==> src/rtl/cpu4_pkg.sv <==
`default_nettype none
// ------------------------------------------------------------------
// cpu4_pkg : opcodes and sequencer state shared by the CPU and sequencer
// Rev 1.0
// ------------------------------------------------------------------
package cpu4_pkg;

  localparam logic [3:0] OP_ADD   = 4'b0000;
  localparam logic [3:0] OP_SUB   = 4'b0001;
  localparam logic [3:0] OP_STORE = 4'b0010;
  localparam logic [3:0] OP_LOAD  = 4'b0011;
  localparam logic [3:0] OP_AND   = 4'b0101;
  localparam logic [3:0] OP_OR    = 4'b0110;
  localparam logic [3:0] OP_XOR   = 4'b0111;
  localparam logic [3:0] OP_SHL   = 4'b1001;
  localparam logic [3:0] OP_SHR   = 4'b1010;
  localparam logic [3:0] OP_HALT  = 4'b1111;

  typedef enum logic [1:0] {
    ST_IDLE  = 2'd0,
    ST_FETCH = 2'd1,
    ST_ISSUE = 2'd2,
    ST_HALT  = 2'd3
  } seq_state_t;

  typedef struct packed {
    logic [3:0] opcode;
    logic [3:0] addr;
    logic [3:0] data;
  } instr_t;

endpackage
`default_nettype wire

==> src/rtl/cpu4_instr_sequencer_if.sv <==
`default_nettype none
// ------------------------------------------------------------------
// cpu4_instr_sequencer_if : instruction issue handshake toward the CPU core
// Rev 1.0
// ------------------------------------------------------------------
interface cpu4_instr_sequencer_if;
  logic       issue_valid;
  logic       issue_ready;
  logic [7:0] out_opcode;
  logic [7:0] out_addr;
  logic [7:0] out_data;
  logic       out_write_ena;

  modport master (
    output issue_valid, out_opcode, out_addr, out_data, out_write_ena,
    input  issue_ready
  );

  modport slave (
    input  issue_valid, out_opcode, out_addr, out_data, out_write_ena,
    output issue_ready
  );
endinterface
`default_nettype wire

==> src/rtl/cpu4_prog_mem.sv <==
`default_nettype none
// ------------------------------------------------------------------
// cpu4_prog_mem : DEPTH x 12 instruction store, sync write, registered read
// Rev 1.0
// ------------------------------------------------------------------
module cpu4_prog_mem #(
  parameter int DEPTH = 16,
  parameter int PC_W  = 4
) (
  input  wire logic            clk,
  input  wire logic            we,
  input  wire logic [PC_W-1:0] waddr,
  input  wire logic [11:0]     wdata,
  input  wire logic [PC_W-1:0] raddr,
  output logic      [11:0]     rdata
);

  logic [11:0] mem_q [DEPTH];
  logic [11:0] rdata_q;

  // Contents are deliberately left unreset so this maps onto plain RAM.
  always_ff @(posedge clk) begin
    if (we) begin
      mem_q[waddr] <= wdata;
    end
    rdata_q <= mem_q[raddr];
  end

  assign rdata = rdata_q;

endmodule
`default_nettype wire

==> src/rtl/cpu4_instr_sequencer.sv <==
`default_nettype none
// ------------------------------------------------------------------
// cpu4_instr_sequencer : steps a PC through a host-loaded store, issuing to the CPU
// Rev 1.0
// ------------------------------------------------------------------
module cpu4_instr_sequencer
  import cpu4_pkg::*;
#(
  parameter int DEPTH = 16,
  parameter int PC_W  = 4
) (
  input  wire logic              clk,
  input  wire logic              rst_n,
  input  wire logic              prog_we,
  input  wire logic [PC_W-1:0]   prog_addr,
  input  wire logic [11:0]       prog_word,
  input  wire logic [PC_W:0]     prog_len,
  input  wire logic              start,
  cpu4_instr_sequencer_if.master issue_if,
  output logic      [PC_W-1:0]   pc,
  output logic                   busy,
  output logic                   halted
);

  localparam logic [PC_W:0] LEN_ONE = {{PC_W{1'b0}}, 1'b1};

  seq_state_t      state_q, state_d;
  logic [PC_W-1:0] pc_q, pc_d;
  logic [PC_W:0]   len_q, len_d;
  instr_t          instr_q, instr_d;
  instr_t          mem_rdata;

  logic            start_ok;
  logic            last_entry;
  logic            handshake;
  logic            issue_valid;
  logic            busy_w;
  logic            halted_w;
  logic            write_ena;

  assign start_ok   = (state_q == ST_IDLE || state_q == ST_HALT) && start;
  assign handshake  = (state_q == ST_ISSUE) && issue_if.issue_ready;
  assign last_entry = (instr_q.opcode == OP_HALT)
                   || ({1'b0, pc_q} == (len_q - LEN_ONE))
                   || (pc_q == {PC_W{1'b1}});

  // Read address follows pc_d so the word for the new pc is ready in FETCH.
  cpu4_prog_mem #(
    .DEPTH (DEPTH),
    .PC_W  (PC_W)
  ) u_prog_mem (
    .clk   (clk),
    .we    (prog_we && !busy_w),
    .waddr (prog_addr),
    .wdata (prog_word),
    .raddr (pc_d),
    .rdata (mem_rdata)
  );

  always_ff @(posedge clk or negedge rst_n) begin
    if (!rst_n) begin
      state_q <= ST_IDLE;
    end else begin
      state_q <= state_d;
    end
  end

  always_comb begin
    state_d = state_q;
    case (state_q)
      ST_IDLE, ST_HALT: begin
        if (start) begin
          state_d = (prog_len == '0) ? ST_HALT : ST_FETCH;
        end
      end
      ST_FETCH: begin
        state_d = (mem_rdata.opcode == OP_HALT) ? ST_HALT : ST_ISSUE;
      end
      ST_ISSUE: begin
        if (issue_if.issue_ready) begin
          state_d = last_entry ? ST_HALT : ST_FETCH;
        end
      end
      default: state_d = ST_IDLE;
    endcase
  end

  always_comb begin
    issue_valid = (state_q == ST_ISSUE);
    busy_w      = (state_q == ST_FETCH) || (state_q == ST_ISSUE);
    halted_w    = (state_q == ST_HALT);
    write_ena   = issue_valid && (instr_q.opcode == OP_STORE);
  end

  always_comb begin
    pc_d    = pc_q;
    len_d   = len_q;
    instr_d = instr_q;
    if (start_ok) begin
      pc_d  = '0;
      len_d = prog_len;
    end
    // Bus registers load only in FETCH, which keeps them frozen during ISSUE.
    if (state_q == ST_FETCH && mem_rdata.opcode != OP_HALT) begin
      instr_d = mem_rdata;
    end
    if (handshake && !last_entry) begin
      pc_d = pc_q + 1'b1;
    end
  end

  always_ff @(posedge clk or negedge rst_n) begin
    if (!rst_n) begin
      pc_q    <= '0;
      len_q   <= '0;
      instr_q <= '0;
    end else begin
      pc_q    <= pc_d;
      len_q   <= len_d;
      instr_q <= instr_d;
    end
  end

  assign issue_if.issue_valid   = issue_valid;
  assign issue_if.out_opcode    = {instr_q.opcode, 4'b0000};
  assign issue_if.out_addr      = {instr_q.addr, 4'b0000};
  assign issue_if.out_data      = {instr_q.data, 4'b0000};
  assign issue_if.out_write_ena = write_ena;

  assign pc     = pc_q;
  assign busy   = busy_w;
  assign halted = halted_w;

endmodule
`default_nettype wire

==> src/flat_wrapper.sv <==
// flat-port wrapper written by rule: the top's interface ports become plain ports
module cpu4_instr_sequencer_flat import cpu4_pkg::*;
#(
  parameter int DEPTH = 16,
  parameter int PC_W  = 4
)
  (clk, rst_n, prog_we, prog_addr, prog_word, prog_len, start, pc, busy, halted, issue_if_issue_valid, issue_if_out_opcode, issue_if_out_addr, issue_if_out_data, issue_if_out_write_ena, issue_if_issue_ready);
  cpu4_instr_sequencer_if issue_if_i ();
  input  wire logic clk;
  input  wire logic rst_n;
  input  wire logic prog_we;
  input  wire logic [PC_W-1:0] prog_addr;
  input  wire logic [11:0] prog_word;
  input  wire logic [PC_W:0] prog_len;
  input  wire logic start;
  output logic      [PC_W-1:0] pc;
  output logic busy;
  output logic halted;
  output wire logic [$bits(issue_if_i.issue_valid)-1:0] issue_if_issue_valid;
  output wire logic [$bits(issue_if_i.out_opcode)-1:0] issue_if_out_opcode;
  output wire logic [$bits(issue_if_i.out_addr)-1:0] issue_if_out_addr;
  output wire logic [$bits(issue_if_i.out_data)-1:0] issue_if_out_data;
  output wire logic [$bits(issue_if_i.out_write_ena)-1:0] issue_if_out_write_ena;
  input wire logic [$bits(issue_if_i.issue_ready)-1:0] issue_if_issue_ready;
  assign issue_if_issue_valid = issue_if_i.issue_valid;
  assign issue_if_out_opcode = issue_if_i.out_opcode;
  assign issue_if_out_addr = issue_if_i.out_addr;
  assign issue_if_out_data = issue_if_i.out_data;
  assign issue_if_out_write_ena = issue_if_i.out_write_ena;
  assign issue_if_i.issue_ready = issue_if_issue_ready;
  cpu4_instr_sequencer #(.DEPTH(DEPTH), .PC_W(PC_W)) u_core (.clk(clk), .rst_n(rst_n), .prog_we(prog_we), .prog_addr(prog_addr), .prog_word(prog_word), .prog_len(prog_len), .start(start), .issue_if(issue_if_i), .pc(pc), .busy(busy), .halted(halted));
endmodule
==> config.mk <==
export PLATFORM = sky130hd
export DESIGN_NAME = cpu4_instr_sequencer_flat
export DESIGN_NICKNAME = d
export VERILOG_FILES = /design/src/rtl/cpu4_pkg.sv /design/src/rtl/cpu4_instr_sequencer_if.sv /design/src/rtl/cpu4_prog_mem.sv /design/src/rtl/cpu4_instr_sequencer.sv /design/src/flat_wrapper.sv
export SDC_FILE = /design/constraint.sdc
export NUM_CORES = 1
export LEC_CHECK = 0
export ABC_AREA = 1
export BUFFER_PORTS_ARGS = -buffer_cell sky130_fd_sc_hd__buf_2
export CAP_MARGIN = 20
export CORE_ASPECT_RATIO = 1.4
export CORE_UTILIZATION = 45
export CTS_CLUSTER_SIZE = 40
export DETAILED_ROUTE_END_ITERATION = 8
export GPL_TIMING_DRIVEN = 1
export PLACE_DENSITY = 0.64
export SYNTH_ARGS = -nofsm -noshare
export SYNTH_HDL_FRONTEND = slang
export SYNTH_HIERARCHICAL = 1
export SYNTH_SLANG_ARGS = --single-unit
==> constraint.sdc <==
create_clock -name clk -period 3 [get_ports clk]
set_input_delay 0.3 -clock clk [delete_from_list [all_inputs] [get_ports clk]]
set_output_delay 0.3 -clock clk [all_outputs]
set_load 0.005 [all_outputs]
## Word-level counts from Yosys, hierarchy flattened

Memory sizes are Yosys's and may differ from the RTL's. A register that Yosys moved wholly into a read port is not among the register bits.
Index checks and enable logic that the tools add are counted.

| word-level totals | value |
|---|---|
| bits of input ports | 26 |
| memory bits (writable) | 192 |
| output and inout port bits | 32 |
| word-level logic and storage cells | 46 |
| register bits after elaboration | 23 |
| memories | 1 |

Memory list:

| name | words | width | rd ports | clocked after memory_dff | write ports | RTL line | RTL |
|---|---|---|---|---|---|---|---|
| u_core.u_prog_mem.mem_q | 16 | 12 | 1 | 1 | 1 | cpu4_prog_mem.sv:18 | `logic [11:0] mem_q [DEPTH];` |

| cells by class | value |
|---|---|
| equal/unequal tests | 11 |
| reductions and logical operators | 16 |
| multiplexer cells | 10 |
| add/subtract/negate cells | 2 |

Operator list:

| kind | count |
|---|---|
| 4-bit equality test (second input constant) | 3 |
| 2-bit 2-to-1 mux | 4 |
| 4-bit 2-to-1 mux | 2 |
| 1-bit logical AND | 6 |
| 2-bit case mux with 3 select lines | 1 |
| 4-bit by 5-bit equality test with 1-bit output | 1 |
| 5-bit zero test | 1 |
| 5-bit by 1-bit subtractor with 5-bit output (second input constant) | 1 |
| 4-bit by 1-bit adder with 4-bit output (second input constant) | 1 |
| 2-bit equality test (second input constant) | 2 |
| 4-bit by 2-bit equality test with 1-bit output (second input constant) | 1 |
| 1-bit logical OR | 4 |
| 4-bit inequality test (second input constant) | 1 |
| 1-bit 2-to-1 mux | 3 |
| 2-bit by 1-bit equality test with 1-bit output (second input constant) | 1 |
| 1-bit zero test | 2 |
| 2-bit zero test | 1 |
| 2-bit by 1-bit inequality test with 1-bit output (second input constant) | 1 |
| 2-bit inequality test (second input constant) | 1 |
| 2-bit AND reduction | 1 |
| 2-bit OR reduction | 1 |

## Depth between registers and ports, before layout

Gate-level depths: netlist of the first run.

| depth | value |
|---|---|
| depth after elaboration | 7 |
| mapped depth | 21 |
| depth with buffers taken out | 19 |

## Hierarchy

The synthesis of the first run kept the hierarchy.

By module, submodules not included:

| module | area an instance (um^2) | seq. area each (um^2) | instances | cells each |
|---|---|---|---|---|
| cpu4_prog_mem | 8562.0 | 6005.8 | 1 | 813 |
| cpu4_instr_sequencer | 1303.8 | 575.6 | 1 | 147 |

## Worst setup path after synthesis of the first run

Ideal clock, no wire load.

| path | value |
|---|---|
| path kind | reg2reg |
| from | register u_core.len_q[0] |
| to | register u_core.u_prog_mem.rdata_q[10] (netlist: u_core/u_prog_mem/rdata[10]), read port of u_core.u_prog_mem.mem_q |
| cell stages (with the launch flop) | 20 |
| path buffers | 3 |
| data required time | 2.886 ns |
| library setup time | 0.114 ns |
| period minus slack after synthesis | 2.247 ns |
| path slack | 0.753 ns |
| arrival | 2.133 ns |
| cells stage by stage | dfrtp_1 > inv_1 > ha_1 > nand2_1 > inv_1 > nor2_1 > nand3_1 > nor2_2 > nand2_1 > nand4_2 > nand3_1 > o21ai_1 > buf_4 > buf_6 > buf_2 > nand2_1 > nand3_1 > nand3_1 > nand3_1 > nand2_1 |

| between the ends | value |
|---|---|
| longest elaborated chain between the ends | 7 |

RTL lines:

| what | RTL line | RTL |
|---|---|---|
| from (decl) | cpu4_instr_sequencer.sv:29 | `logic [PC_W:0] len_q, len_d;` |
| from (signal assigned) | cpu4_instr_sequencer.sv:119 | `len_q <= len_d;` |
| 5-bit by 1-bit subtractor with 5-bit output | cpu4_instr_sequencer.sv:44 | `\|\| ({1'b0, pc_q} == (len_q - LEN_ONE))` |
| 4-bit by 5-bit equality test with 1-bit output | cpu4_instr_sequencer.sv:44 |  |
| 1-bit logical OR | cpu4_instr_sequencer.sv:44 |  |
| 1-bit logical OR | cpu4_instr_sequencer.sv:45 | `\|\| (pc_q == {PC_W{1'b1}});` |
| 1-bit zero test | cpu4_instr_sequencer.sv:107 | `if (handshake && !last_entry) begin` |
| 1-bit logical AND | cpu4_instr_sequencer.sv:107 |  |
| 4-bit 2-to-1 mux | cpu4_instr_sequencer.sv:107 |  |
| via u_core.pc_d[0] | cpu4_instr_sequencer.sv:28 | `logic [PC_W-1:0] pc_q, pc_d;` |
| to (decl) | cpu4_prog_mem.sv:19 | `logic [11:0] rdata_q;` |

The timed path passes the listed nets, and every way through them passes these cells.
A chain may end at the register's enable or synchronous reset.

## Worst setup path in the final report of the first run

| path | value |
|---|---|
| from | register u_core.len_q[0] |
| to | register u_core.u_prog_mem.rdata_q[9] (netlist: u_core/u_prog_mem/rdata[9]), read port of u_core.u_prog_mem.mem_q |

Same word-level chain as after synthesis.

==> results of run 1 <==
-- layer usage --
layer / GRT usage, % / wire [microns] / share of wire (%)
met1: 24.4 / 8940 / 43
met2: 33.6 / 10500 / 50
met3: 2.48 / 980 / 4.7
met4: 7.04 / 552 / 2.6
met5: 0 / 0 / 0
-- per-stage QoR --
step / cell area [sq um] / utilization (%) / worst slack [ps]
global placement: 10500 / 49.0 / 304
CTS: 11200 / 52.4 / 298
global route: 11200 / 52.4 / 57.7
floorplan: 9910 / - / 753
detailed placement: 10500 / 49.0 / 304
finish: 11200 / 52.4 / 343
-- final cells by class --
type | instances | area [sq um]
flip-flops and latches | 227 | 6580
clock buffers | 26 | 566
multi-input cells | 521 | 2390
fillers | 1913 | 10200
well taps | 292 | 365
inverters | 171 | 642
clock inverters | 14 | 138
repair buffers | 75 | 515
-- synthesized netlist by cell type --
master	instances	area share, %
a21oi_1	5	0.25
a21oi_2	1	0.089
a31oi_1	1	0.063
a41oi_4	1	0.28
buf_1	5	0.19
buf_2	21	1.1
buf_4	15	1.1
buf_6	6	0.68
clkbuf_1	5	0.19
conb_1	1	0.038
dfrtp_1	23	5.8
dfxtp_1	12	2.4
edfxtp_1	192	58
ha_1	5	0.63
inv_1	166	6.3
inv_2	5	0.19
mux2_2	11	1.3
nand2_1	287	11
nand3_1	154	7.8
nand3b_1	2	0.15
nand4_1	2	0.13
nand4_2	1	0.13
nor2_1	28	1.1
nor2_2	1	0.063
nor4_1	2	0.13
o21ai_0	2	0.10
o21ai_1	2	0.10
o22ai_1	2	0.13
xnor2_1	1	0.089
xor2_1	1	0.089
-- final timing paths --
path	from	end	cells after the start
max in group asynchronous	rst_n	u_core/len_q[2]$_DFFE_PN0P_	2
min reg2reg	u_core/u_prog_mem/rdata[3]$_DFF_P_	u_core/issue_if.out_data[7]$_DFFE_PN0P_	1
min	prog_len[2]	u_core/len_q[2]$_DFFE_PN0P_	3
min in group asynchronous	rst_n	u_core/pc[2]$_DFF_PN0_	2
max	u_core/len_q[0]$_DFFE_PN0P_	u_core/u_prog_mem/rdata[9]$_DFF_P_	17
max reg2reg	u_core/len_q[0]$_DFFE_PN0P_	u_core/u_prog_mem/rdata[9]$_DFF_P_	17
-- power groups by stage --
stage	sequential [mW]	clock, mW	combinational, mW
after global placement	4.01	0	2.75
after floorplan	3.94	0	2.01
after global routing	3.97	2.85	3.13
after detailed placement	4.01	0	2.78
after CTS	3.94	2.75	2.79
final	3.94	2.70	2.78
-- logic make-up (layout without fill, tap and decap cells) --
kind of cell               count (synthesis)  in the layout  synth area share (%)
and+or+nand+nor                          477            477                  20.4
AOI/OAI and AO/OA                         14             14                  1.01
buffers and inverters                    223            286                  9.78
adders and majority gates                  5              5                 0.634
DFF                                      227            227                  66.7
other                                      1             12                0.0380
xor gates and xnor gates                   2              2                 0.178
muxes                                     11             11                  1.26
-- worst max-delay path: cells and delay by family, from the launching register on --
family	cells	cell delay [ps]
and+or+nand+nor	12	1220
adders and majority gates	1	250
AOI/OAI and AO/OA	1	120
buffers and inverters	3	560
DFF	1	370
-- state kept, by name, indices dropped and copies added (netlist names) --
signal,count
u_core/issue_if.out_opcode,4
u_core/issue_if.out_addr,4
u_core/len_q,5
u_core/state_q,2
u_core/u_prog_mem/mem_q,192
u_core/issue_if.out_data,4
u_core/pc,4
u_core/u_prog_mem/rdata,12
-- timing repair --
| item | 4_1_cts | 5_1_grt |
|---|---|---|
| hold endpoints to repair | 23 | 0 |
| hold buffers | 1 | 0 |
| endpoints found under the setup margin | 0 | 2 |
| resized for setup | 0 | 1 |
==> out/metrics.yaml, run 1 <==
cpPeakStageDelay_ps: 430
hold_viol_final: 0
grt_start_max_net_pins: 58
grt_pass1_vias: 6245
final_cell_mix: "nand2_1 (286), edfxtp_1 (192), inv_1 (166)"
synth_warnings: 6
instances_no_fill: 1326
drtIter0Drc: 363
tightest_slew_ps: 539
initial_utilization_pct: 46.2
postRouteAntennaNets: 0
mostFrequentLayoutCell: "nand2_1"
die_h_microns: 177
rsz0062_at_grt: "no"
crit_type: "register to register"
fin_nets: 1049
maxCapViolations: 0
cp-end-kind: "register"
status: "finished, final reports clean"
clk_path_buf_depth: 3
worstPathRequired_ps: 3390
cpMostUsedCell: "nand3_1"
synthToLayoutAreaGrowth_pct: 13.5
mappedNetlistArea_sq_mm: 0.00987
postCtsSetupBuffers: 0
timing.hold.ws_ps: 63.1
final.setup.tns_ps: 0
die_w_microns: 127
power_mw: 9.42
p_seq_share_pct: 41.8
cp_max_fo: 40
cts_max_level: 1
r2r_setup_slack_ps: 340
p_switching_mw: 3.15
path_cells: "inv_1, ha_1, nand2_1, inv_1, nor2_1, nand3_1, nor2_2, nand2_1, nand4_4, nand3_1, o21ai_4, buf_4, nand2_1, nand3_1, nand3_1, nand3_1, nand2_1"
slew_violations: 0
diodes: 0
fp-row-count: 63
clock_sinks: 227
globalplace.congestion: 0.800
cts_buffers: 22
wl_per_cell_microns: 15.8
antenna_found_initial: 0
slew_headroom_pct: 64.1
synth-seq-cells: 227
place_hpwl_microns: 12800
drc_errors: 0
cp-start-kind: "register"
cts_tree: "built"
clock_latency_ps: 520
period_share_pct: 88.6
num_vias: 6440
avgSynthCellArea_sq_um: 10.3
synthDistinctLibCells: 30
drive_above_1_share_pct: 12.5
first_pass_iters: 5
leakage_nw: 4.88
p_int_mw: 6.27
clkTransAtPathRegs_ps: 60
grt_usage_pct: 19.2
ctsRootBufferMaster: "clkbuf_16"
fin_crit_ps: 2660
dp.cells: 1285
pin_count: 58
comb_power_share_pct: 29.5
avgViaCountPerCell: 4.86
cp_slowest_cell: "buf_4"
die_area_sq_mm: 0.0225
cp.arrival_ps: 3050
p_per_area_mw_per_mm2: 841
fmax_ghz: 0.376
power.share.switching_pct: 33.4
min_path_type: "primary input to register"
coreArea_sq_mm: 0.0214
finClkSkew_ps: 24.8
setup_viol: 0
yosysSeqAreaShare_pct: 66.7
clkPwrFrac_pct: 28.6
routed_wl_microns: 21000
grt_pass1_wl_microns: 33300
grt-ovfl-total: 0
portBuffers: 45
ir_drop_mv: 0.579
synthCells: 960
Note: power is estimated with default switching activity, not from simulation.
==> inputs of run 2 (changes only) <==
--- a/config.mk
+++ b/config.mk
@@ -13,7 +13,7 @@
 export CTS_CLUSTER_SIZE = 40
 export DETAILED_ROUTE_END_ITERATION = 8
 export GPL_TIMING_DRIVEN = 1
-export PLACE_DENSITY = 0.64
+export PLACE_DENSITY = 0.59
 export SYNTH_ARGS = -nofsm -noshare
 export SYNTH_HDL_FRONTEND = slang
 export SYNTH_HIERARCHICAL = 1
==> out/metrics.yaml, run 2 (synthesis gave the netlist of run 1 again) <==
place_hpwl_microns: 13800
ir_drop_mv: 0.426
crit_type: "register to register"
status: "finished, final reports clean"
clock_latency_ps: 530
cpPeakStageDelay_ps: 380
path_cells: "inv_1, ha_1, inv_1, nand2_1, nand3_1, nand3_1, nor2_2, nand2_1, nand4_2, nand3_1, o21ai_4, inv_2, buf_12, nand2_1, nand2_1, nand2_1, nand3_1, nand3_1, nand2_1"
fin_nets: 1060
wl_per_cell_microns: 16.5
cp_slowest_cell: "dfrtp_1"
die_w_microns: 127
timing.hold.ws_ps: 55.0
antenna_found_initial: 0
num_vias: 6504
slew_headroom_pct: 63.8
die_h_microns: 177
grt_pass1_vias: 6305
cts_max_level: 1
p_per_area_mw_per_mm2: 844
fmax_ghz: 0.365
initial_utilization_pct: 46.2
finClkSkew_ps: 20.5
drive_above_1_share_pct: 13.3
setup_viol: 0
grt_start_max_net_pins: 98
min_path_type: "primary input to register"
final.setup.tns_ps: 0
avgViaCountPerCell: 4.86
cp.arrival_ps: 3190
routed_wl_microns: 22000
first_pass_iters: 5
crit_buf_inv: 4
largest_register_ff_count: 192
drtIter0Drc: 394
fin_crit_ps: 2740
die_area_sq_mm: 0.0225
slew_violations: 0
clock_sinks: 227
coreArea_sq_mm: 0.0214
leakage_nw: 4.96
synthToLayoutAreaGrowth_pct: 14.3
instances_no_fill: 1338
clkTransAtPathRegs_ps: 60
fp-row-count: 63
rsz0062_at_grt: "no"
final_cell_mix: "nand2_1 (286), edfxtp_1 (192), inv_1 (166)"
pin_count: 58
ctsRootBufferMaster: "clkbuf_16"
finish.utilization_pct: 52.8
tightest_slew_ps: 542
postRouteAntennaNets: 0
dpl_cell_area_sq_mm: 0.0105
drc_errors: 0
cts_tree: "built"
fin_area_sq_mm: 0.0113
globalplace.congestion: 0.780
fillers: 1909
maxCapViolations: 0
cp-end-kind: "register"
grt-ovfl-total: 0
grt_pass1_wl_microns: 34800
period_share_pct: 91.4
dp.cells: 1294
postCtsSetupBuffers: 0
cp-start-kind: "register"
cpMostUsedCell: "nand2_1"
worstPathRequired_ps: 3450
cts_buffers: 23
mostFrequentLayoutCell: "nand2_1"
max_flop_register: "u_core/u_prog_mem/mem_q"
path_delay_family: "simple AND/OR/NAND/NOR gates"
diodes: 0
clk_path_buf_depth: 3
cp_max_fo: 32
hold_viol_final: 0
portBuffers: 45
grt_usage_pct: 20.5
[run 2: cell count changes in the layout (fill, tap and decap cells not counted), sizes merged]
cell,delta
clkbuf,+11
bufinv,-1
buf,+9
clkinv,-4
inv,+1
clkinvlp,-4
[run 2: per-layer routing]
layer  global-route usage (%)  share of wire (%)  vias to the layer above
li1                         -                  -                     3204
met1                     25.9                 43                     3098
met2                     35.6                 49                      166
met3                     3.11                5.1                       36
met4                     7.44                2.9                        0
met5                        0                  0                        -
[run 2: path summary, 6_finish.rpt]
kind,cells past startpoint,slack (ps),from,to
max,19,260,u_core/len_q[0]$_DFFE_PN0P_,u_core/u_prog_mem/rdata[0]$_DFF_P_
min,3,50,prog_len[0],u_core/len_q[0]$_DFFE_PN0P_
min in group asynchronous,2,300,rst_n,u_core/state_q[1]$_DFFE_PN0P_
min reg2reg,1,460,u_core/u_prog_mem/rdata[5]$_DFF_P_,u_core/issue_if.out_addr[5]$_DFFE_PN0P_
max in group asynchronous,2,2340,rst_n,u_core/issue_if.out_data[4]$_DFFE_PN0P_
max reg2reg,19,260,u_core/len_q[0]$_DFFE_PN0P_,u_core/u_prog_mem/rdata[0]$_DFF_P_
[run 2: power by group]
group	internal, mW	switching (mW)	total (mW)
Clock	1.56	1.16	2.72
Sequential	3.74	0.205	3.94
Combinational	1.05	1.80	2.85
Total	6.35	3.17	9.52
[run 2: worst min-delay path, stage by stage]
cell and delay [ps]:
buf_2 90, nor2_1 40, a21oi_1 100
[run 2: metrics by stage]
stage                     power, mW  worst slack (ps)
final                          9.52               259
after detailed placement       6.84               295
after global routing           10.1              1.96
after floorplan                5.95               753
after CTS                      9.58               274
after global placement         6.80               330
[run 2: area by class of cell]
cell class / count / area, sq um / area share, %
repair buffers: 85 / 599 / 5.32
flip-flops and latches: 227 / 6580 / 58.4
clock buffers: 36 / 639 / 5.67
multi-input cells: 521 / 2380 / 21.1
well taps: 292 / 365 / 3.24
clock inverters: 6 / 68.8 / 0.610
inverters: 171 / 642 / 5.69
[run 2: what timing repair did]
item / CTS / global route
gates resized for setup: 0 / 2
endpoints found under the hold margin: 23 / 0
setup endpoints to repair: 0 / 1
hold buffers: 1 / 0
==> inputs of run 3 (changes only) <==
--- a/config.mk
+++ b/config.mk
@@ -14,6 +14,7 @@
 export DETAILED_ROUTE_END_ITERATION = 8
 export GPL_TIMING_DRIVEN = 1
 export PLACE_DENSITY = 0.59
+export RECOVER_POWER = 25
 export SYNTH_ARGS = -nofsm -noshare
 export SYNTH_HDL_FRONTEND = slang
 export SYNTH_HIERARCHICAL = 1
==> constraint.sdc (replaced) <==
create_clock -name clk -period 3 [get_ports clk]
set_input_delay 0.3 -clock clk [delete_from_list [all_inputs] [get_ports clk]]
set_output_delay 0.3 -clock clk [all_outputs]
set_load 0.01 [all_outputs]
==> out/metrics.yaml, run 3 (synthesis gave the netlist of run 1 again) <==
maxCapViolations: 0
grt_start_max_net_pins: 98
drc_errors: 0
diodes: 0
initial_utilization_pct: 46.2
worstHoldStart: "prog_len[0]"
min_path_type: "primary input to register"
mostFrequentLayoutCell: "nand2_1"
worstPathRequired_ps: 3450
clock_sinks: 227
cpPeakStageDelay_ps: 380
use_met1_pct: 25.9
fmax_ghz: 0.365
clock_latency_ps: 530
finClkSkew_ps: 20.6
die_area_sq_mm: 0.0225
hold_viol_final: 0
first_pass_iters: 5
grt-ovfl-total: 0
coreArea_sq_mm: 0.0214
cts_buffers: 23
avgViaCountPerCell: 4.88
portBuffers: 45
crit_buf_inv: 4
crit_type: "register to register"
cts_tree: "built"
use_met2_pct: 35.6
postCtsSetupBuffers: 0
fillers: 1912
cpMostUsedCell: "nand2_1"
die_h_microns: 177
cp-end-kind: "register"
holdPathEnd: "u_core/len_q[0]$_DFFE_PN0P_"
ctsRootBufferMaster: "clkbuf_16"
fin_nets: 1060
r2r_start: "u_core/len_q[0]$_DFFE_PN0P_"
finish.utilization_pct: 52.7
grt_use_met3_pct: 3.11
pre_cts_ws_ps: 295
largest_register_ff_count: 192
dp.cells: 1294
final.setup.tns_ps: 0
leakage_nw: 4.94
instances_no_fill: 1338
clk_path_buf_depth: 3
setup_viol: 0
grt_usage_pct: 20.5
clkTransAtPathRegs_ps: 60
slew_violations: 0
path_delay_family: "simple AND/OR/NAND/NOR gates"
wl_per_cell_microns: 16.5
globalplace.congestion: 0.780
dpl_cell_area_sq_mm: 0.0105
cts_max_level: 1
postRouteAntennaNets: 0
p_per_area_mw_per_mm2: 850
tightest_slew_ps: 730
drtIter0Drc: 360
cp_slowest_cell: "dfrtp_1"
ir_drop_mv: 0.428
die_w_microns: 127
gr-max-usage-layer: "met2"
pin_count: 58
worstSetupStartpoint: "u_core/len_q[0]$_DFFE_PN0P_"
grt_pass1_wl_microns: 34800
rsz0062_at_grt: "no"
cp.arrival_ps: 3190
drive_above_1_share_pct: 12.4
hold_depth: 3
max_flop_register: "u_core/u_prog_mem/mem_q"
period_share_pct: 91.3
fin_ws_ps: 261
final_cell_mix: "nand2_1 (286), edfxtp_1 (192), inv_1 (166)"
routed_wl_microns: 22100
grt_pass1_vias: 6305
status: "finished, final reports clean"
r2r-end: "u_core/u_prog_mem/rdata[0]$_DFF_P_"
fin_area_sq_mm: 0.0113
place_hpwl_microns: 13800
fp-row-count: 63
synthToLayoutAreaGrowth_pct: 14.2
cp_max_fo: 32
fin_crit_ps: 2740
slew_headroom_pct: 51.3
r2r_cells: 19
r2r_setup_slack_ps: 260
path_cells: "inv_1, ha_1, inv_1, nand2_1, nand3_1, nand3_1, nor2_2, nand2_1, nand4_2, nand3_1, o21ai_4, inv_2, buf_12, nand2_1, nand2_1, nand2_1, nand3_1, nand3_1, nand2_1"
num_vias: 6527
cp-start-kind: "register"
antenna_found_initial: 0
[run 3: cell count changes in the layout (fill, tap and decap cells not counted), sizes merged]
cell,previous run,this run
buf,83,74
clkbuf,37,46
[run 3: how the worst max path moves through the flow]
stage	end	slack [ps]	depth (start not counted)
6_report	u_core/u_prog_mem/rdata[0]$_DFF_P_	260	19
5_1_grt	u_core/u_prog_mem/rdata[0]$_DFF_P_	2	18
4_1_cts	u_core/u_prog_mem/rdata[9]$_DFF_P_	270	17
3_5_place_dp	u_core/u_prog_mem/rdata[9]$_DFF_P_	290	17
3_3_place_gp	u_core/u_prog_mem/rdata[9]$_DFF_P_	330	17
2_1_floorplan	u_core/u_prog_mem/rdata[10]$_DFF_P_	750	19
[run 3: worst min-delay path, delay by kind of cell]
kind | cells | cell delay, ps
simple gates | 1 | 40
buf+inv | 1 | 90
compound gates | 1 | 100
[run 3: area by class of cell]
class | instances | area [sq um] | area share (%)
sequential | 227 | 6580 | 58.4
multi-input combinational | 521 | 2380 | 21.1
inverter | 171 | 642 | 5.70
clock buffer | 36 | 639 | 5.68
timing repair buffer | 85 | 588 | 5.22
tap | 292 | 365 | 3.24
clock inverter | 6 | 68.8 | 0.611
[run 3: per-layer routing]
layer,wire [microns],up-vias
li1,-,3204
met1,9400,3104
met2,10800,182
met3,1250,37
met4,635,0
met5,0,-
[run 3: repair_timing]
| item | 4_1_cts | 5_1_grt |
|---|---|---|
| hold endpoints to repair | 23 | 0 |
| setup endpoints to repair | 0 | 1 |
| gates resized for setup | 0 | 2 |
| hold buffers | 1 | 0 |
[run 3: metrics by stage]
| step | hold slack (ps) | power [mW] |
|---|---|---|
| 6_report | 55.0 | 9.57 |
| 5_1_grt | 64.4 | 10.2 |
| 4_1_cts | 35.4 | 9.63 |
| 3_5_place_dp | 317 | 6.89 |
| 3_3_place_gp | 318 | 6.85 |
| 2_1_floorplan | 4.41 | 6.01 |
[run 3: where the power goes]
part           leakage, nW  internal (mW)  switching [mW]  total, mW
Clock                0.350           1.56            1.16       2.72
Combinational         2.48           1.05            1.86       2.90
Sequential            2.10           3.74           0.205       3.95
Total                 4.94           6.35            3.22       9.57
